**src/rtl/codec_config_sequencer.sv**
```systemverilog
// Audio codec configuration sequencer: walks the 9-word init table over the I2C
// master with retry/timeout handling, then serves run-time headphone volume
// writes (left then right) and gates the audio streaming path.
module codec_config_sequencer #(
   parameter int unsigned MAX_RETRY      = 3,
   parameter int unsigned GAP_CYCLES     = 1000,
   parameter int unsigned TIMEOUT_CYCLES = 50000
) (
   input  logic        CLK,
   input  logic        Reset,
   input  logic        go,
   output logic        i2c_start,
   output logic [15:0] i2c_word,
   input  logic        i2c_done,
   input  logic        i2c_nack,
   input  logic        vol_req,
   input  logic [6:0]  vol_data,
   output logic        vol_busy,
   output logic        cfg_done,
   output logic        cfg_error,
   output logic [3:0]  err_index,
   output logic        stream_enable
);

   localparam int unsigned GapW   = (GAP_CYCLES > 1) ? $clog2(GAP_CYCLES) : 1;
   localparam int unsigned TmoW   = (TIMEOUT_CYCLES > 1) ? $clog2(TIMEOUT_CYCLES) : 1;
   localparam int unsigned RetryW = (MAX_RETRY > 0) ? $clog2(MAX_RETRY + 1) : 1;

   // Pointer values past the last word of each sequence
   localparam logic [3:0] InitEnd = 4'd9;
   localparam logic [3:0] VolEnd  = 4'd11;

   typedef enum logic [2:0] {StIdle, StIssue, StWait, StGap, StRun, StError} state_e;

   state_e            state_q, state_d;
   logic [3:0]        idx_q, idx_d;
   logic [RetryW-1:0] retry_q, retry_d;
   logic [GapW-1:0]   gap_q, gap_d;
   logic [TmoW-1:0]   tmo_q, tmo_d;
   logic [6:0]        vol_q, vol_d;
   logic [15:0]       word_q, word_d;
   logic              cfg_done_q, cfg_done_d;
   logic [3:0]        err_idx_q, err_idx_d;
   logic              busy_q, busy_d;
   logic              words_left;

   // Indices 0..8 are the init table, 9/10 the left/right volume registers
   function automatic logic [15:0] word_for(input logic [3:0] idx, input logic [6:0] vol);
      logic [15:0] w;
      case (idx)
         4'd0:    w = 16'h1E00;
         4'd1:    w = 16'h0C00;
         4'd2:    w = 16'h0812;
         4'd3:    w = 16'h0A00;
         4'd4:    w = 16'h0E23;
         4'd5:    w = 16'h102F;
         4'd6:    w = 16'h0460;
         4'd7:    w = 16'h0660;
         4'd8:    w = 16'h1201;
         4'd9:    w = {7'h02, 2'b00, vol};
         4'd10:   w = {7'h03, 2'b00, vol};
         default: w = 16'h0000;
      endcase
      return w;
   endfunction

   // State register with synchronous active-low reset
   always_ff @(posedge CLK) begin
      if (!Reset) begin
         state_q    <= StIdle;
         idx_q      <= '0;
         retry_q    <= '0;
         gap_q      <= '0;
         tmo_q      <= '0;
         vol_q      <= '0;
         word_q     <= '0;
         cfg_done_q <= 1'b0;
         err_idx_q  <= '0;
         busy_q     <= 1'b0;
      end else begin
         state_q    <= state_d;
         idx_q      <= idx_d;
         retry_q    <= retry_d;
         gap_q      <= gap_d;
         tmo_q      <= tmo_d;
         vol_q      <= vol_d;
         word_q     <= word_d;
         cfg_done_q <= cfg_done_d;
         err_idx_q  <= err_idx_d;
         busy_q     <= busy_d;
      end
   end

   // Next-state logic: handshake, retry, timeout and sequencing decisions
   always_comb begin
      state_d    = state_q;
      idx_d      = idx_q;
      retry_d    = retry_q;
      gap_d      = gap_q;
      tmo_d      = tmo_q;
      vol_d      = vol_q;
      word_d     = word_q;
      cfg_done_d = cfg_done_q;
      err_idx_d  = err_idx_q;
      busy_d     = busy_q;
      // In GAP the pointer has already advanced past the word just acknowledged
      words_left = busy_q ? (idx_q != VolEnd) : (idx_q != InitEnd);

      unique case (state_q)
         StIdle: begin
            if (go) begin
               idx_d   = '0;
               retry_d = '0;
               state_d = StIssue;
            end
         end
         StIssue: begin
            tmo_d   = '0;
            state_d = StWait;
         end
         StWait: begin
            tmo_d = tmo_q + TmoW'(1);
            // done is checked first so it wins over a coincident timeout
            if (i2c_done && !i2c_nack) begin
               retry_d = '0;
               idx_d   = idx_q + 4'd1;
               gap_d   = '0;
               state_d = StGap;
            end else if ((i2c_done && i2c_nack) || (tmo_q == TmoW'(TIMEOUT_CYCLES - 1))) begin
               if (retry_q < RetryW'(MAX_RETRY)) begin
                  retry_d = retry_q + RetryW'(1);
                  gap_d   = '0;
                  state_d = StGap;
               end else begin
                  err_idx_d = idx_q;
                  state_d   = StError;
               end
            end
         end
         StGap: begin
            gap_d = gap_q + GapW'(1);
            if (gap_q == GapW'(GAP_CYCLES - 1)) begin
               if (words_left) begin
                  state_d = StIssue;
               end else begin
                  state_d = StRun;
                  if (busy_q) busy_d = 1'b0;
                  else        cfg_done_d = 1'b1;
               end
            end
         end
         StRun: begin
            if (vol_req) begin
               busy_d  = 1'b1;
               vol_d   = vol_data;
               idx_d   = 4'd9;
               retry_d = '0;
               state_d = StIssue;
            end
         end
         StError: begin
            // Absorbing until Reset
         end
         default: state_d = StIdle;
      endcase

      // Word register is loaded on entry to ISSUE so it is valid with i2c_start
      if (state_d == StIssue) word_d = word_for(idx_d, vol_d);
   end

   assign i2c_start     = (state_q == StIssue);
   assign i2c_word      = word_q;
   assign vol_busy      = busy_q;
   assign cfg_done      = cfg_done_q;
   assign cfg_error     = (state_q == StError);
   assign err_index     = err_idx_q;
   assign stream_enable = cfg_done_q && (state_q != StError);

endmodule

```
**config.mk**
```make
export PLATFORM = sky130hd
export DESIGN_NAME = codec_config_sequencer
export DESIGN_NICKNAME = d
export VERILOG_FILES = /design/src/rtl/codec_config_sequencer.sv
export SDC_FILE = /design/constraint.sdc
export NUM_CORES = 1
export LEC_CHECK = 0
export CAP_MARGIN = 0
export CORE_MARGIN = 2
export CORE_UTILIZATION = 50
export CTS_CLUSTER_DIAMETER = 30
export CTS_CLUSTER_SIZE = 24
export DETAILED_ROUTE_END_ITERATION = 6
export PLACE_DENSITY_LB_ADDON = 0.1
export SYNTH_ARGS = -nofsm -noshare
export SYNTH_HDL_FRONTEND = slang
export SYNTH_SLANG_ARGS = --single-unit
```
**constraint.sdc**
```tcl
create_clock -name CLK -period 2.5 [get_ports CLK]
set_input_delay 0.625 -clock CLK [delete_from_list [all_inputs] [get_ports CLK]]
set_output_delay 0.625 -clock CLK [all_outputs]
set_load 0.02 [all_outputs]
```
==> key figures <==
STA
  • Final setup vio count: 0
  • Final Hold Fails: 0
  • Slew Limit Fails: 0
  • Final setup TNS: 0 ns
  • Setup Skew: 0.00481 ns
  • Fmax: around 0.42 GHz
  • Fin crit share: between 90% and 100%
  • Final worst path period need: 2.39 ns

Routing
  • Vias: 2883
  • Routed WL: approximately 7.3 mm
  • DR iter-0 viols: 165
  • Vias per inst: 5.57
  • DRT Pass-1 Iters: 5
  • Remaining antenna violation count: 0
  • Wire per inst: about 14 um
  • Residual DRC count: 0

Synthesis
  • Yosys top cell area share: 38.7%
  • Mean post-synth cell area: 8.25 sq um
  • Number of synthesized flops with an enable pin: 0
  • Most common flop cell mapped by yosys: dfxtp_1
  • Synth unique cells: 61
  • Seq cells post-synth: just under 60
  • Post-Synth XOR/XNOR Area: around 2.9%
  • YS warnings: 0
  • Mux contribution to synthesized area: approximately 5.0%
  • Complex-gate fraction of the synthesized area: about 18%
  • Post-synthesis adder-cell area fraction: a little under 2%
  • Ys async rst share: 0%
  • Synth Area in Simple Gates: 28.8%
  • Gate Count Post-Synth: 370
  • Cell taking the most area after synthesis: dfxtp_1
  • Largest family of logic cells by synthesized area: simple AND/OR/NAND/NOR gates
  • Synthesized cell area: 0.00305 sq mm
  • Synth top area cells: dfxtp_1, nor2_1, a21oi_1
  • Sequential share of the synthesized area: about two fifths

Critical path
  • Worst Path Max Fanout: 10
  • Critical Path RT: between 1.5 and 2 ns
  • Critical Path End Type: output port
  • WP data arrival: around 1.8 ns
  • Crit Path Class: register to output port
  • Setup crit start kind: register

Final layout
  • Filler cells: just under 500
  • Commonest non-fill, non-tap cell in the layout: dfxtp_1
  • Share of layout cells above drive strength 1: between 15 and 20%
  • Post-route cell area: about 0.004 sq mm
  • Nets@finish: between 400 and 500
  • Finished Layout Cells: just over 500
  • Most frequent cells in the layout: dfxtp_1, nor2_1, buf_4
  • Synthesis-to-layout area growth: 31.2%
  • Diode count: 0

GRT
  • Initial antenna violation count: 0
  • Vias in the first global route: 2600
  • Total grt overflow: 0
  • First-pass GRT wire length: 11.6 mm
  • Largest net degree at the start of global routing: 21
  • Total GRT Usage: between 20% and 30%

CTS
  • Maximum root-to-sink buffer count: 2
  • Clock slew at reported path FFs: about 0.07 ns
  • Hold buffers post-CTS: 0
  • Root buf cell: clkbuf_8
  • Skew-Pair Late Insertion Delay: about 0.34 ns
  • Total CTS buffers: 9
  • H-tree depth: 3
  • Number of clock sinks: 59
  • CTS tree: done

Die
  • Die Area: ~0.0067 sq mm
  • CORE AREA: around 0.0059 sq mm
  • Site Rows: 28
  • Initial Util: between 50% and 60%
  • I/O pin total: 38
  • Die height: ~82 um
  • Die width: just over 80 um

Power and ir drop
  • Pwr/cell area: between 600 and 700 mW/mm^2
  • Max rail drop VDD: between 0.5 and 0.6 mV
  • Leakage power: approximately 1.5 nW

Placed design
  • Placed Area: around 0.0037 sq mm
  • Hpwl dp: roughly 5 mm
  • Placed Cells: 501
  • Routability cong.: about 0.9
  • Buffers on Ports: 32

Run
  • Max_cap viols: 0

Min path
  • Min-delay worst type: register to register

Status
  • Status: finished, final reports clean
worst max-delay path, cell delays in order (launching register included):
cell	delay (ns)
dfxtp_1	0.42
inv_2	0.17
nand3_1	0.11
inv_1	0.12
clkdlybuf4s50_1	0.61
synthesized netlist by cell type, drive strengths merged, types with 3 or more instances:
cell and number:
nor4 3, nand4 10, o21a 4, and2 6, ha 4, nand2b 10
xnor2 5, mux2i 13, or3 4, a211oi 5, clkbuf 9, nor3 7
a211o 3, nand2 22, a21oi 28, dfxtp 59, o21ai 17, a21o 3
inv 8, nand3 21, nor2 54, nand3b 5, xor2 5, buf 11
and3 10, o211ai 7, nor2b 5
registers in the layout (all words and copies together), names as in the netlist:
signal	count
vol_busy	1
retry_q	2
gap_q	10
state_q	3
tmo_q	16
vol_q	7
i2c_word	11
err_index	4
idx_q	4
cfg_done	1
final timing paths:
kind	from	endpoint	slack, ns	cells past startpoint
worst max-delay path	state_q[2]$_SDFF_PN0_	i2c_start	0.11	4
worst min-delay path	i2c_word[10]$_SDFFE_PN0N_	i2c_word[10]$_SDFFE_PN0N_	0.47	2
worst max register to register	tmo_q[0]$_SDFFE_PN0P_	i2c_word[6]$_SDFFE_PN0N_	0.15	9
worst min register to register	i2c_word[10]$_SDFFE_PN0N_	i2c_word[10]$_SDFFE_PN0N_	0.47	2
logic make-up (layout without fill, tap and decap cells):
| group | count (synthesis) | after routing |
|---|---|---|
| other | 1 | 5 |
| XOR/XNOR | 10 | 10 |
| adder cells (fa/ha/maj) | 5 | 5 |
| multiplexers | 15 | 15 |
| AND/OR/NAND/NOR | 170 | 170 |
| buffers and inverters | 29 | 98 |
| AO/OA/AOI/OAI | 81 | 81 |
| flip-flops | 59 | 59 |
report_power, final:
part	internal (mW)	leakage [nW]	switching, mW	total [mW]
logic	0.165	0.899	0.197	0.362
registers	0.965	0.477	0.0219	0.987
clock network	0.761	0.125	0.404	1.16
total	1.89	1.50	0.622	2.51
per-stage QoR:
step / power [mW] / hold WS (ns) / setup slack [ns] / utilization (%)
6_report: 2.51 / 0.470 / 0.108 / 67.7
5_1_grt: 2.59 / 0.489 / -0.0346 / 67.7
3_3_place_gp: 1.36 / 0.457 / -0.261 / 62.3
3_5_place_dp: 1.36 / 0.459 / -0.290 / 62.3
4_1_cts: 2.52 / 0.473 / 0.0426 / 66.8
2_1_floorplan: 1.21 / 0.452 / 0.273 / -
metal layers:
metal / track usage, % / routed length (um) / up-vias
li1: - / - / 1447
met1: 28.5 / 3360 / 1365
met2: 37.2 / 3520 / 60
met3: 4.24 / 271 / 11
met4: 9.83 / 121 / 0
met5: 0 / 0 / -
what timing repair did:
action / in CTS / in global routing
gates resized for setup: 0 / 10
setup endpoints to repair: 0 / 9
setup buffers: 0 / 1
hold endpoints to repair: 0 / 0
layout make-up:
class | count | area (sq um) | share of cell area [%]
Clock buffer | 9 | 124 | 3.09
Clock inverter | 7 | 140 | 3.50
Inverter | 9 | 33.8 | 0.843
Multi-Input combinational cell | 286 | 1790 | 44.7
Sequential cell | 59 | 1180 | 29.5
Tap cell | 75 | 93.8 | 2.34
Timing Repair Buffer | 73 | 641 | 16.0
(Power assumes the default switching activity.)
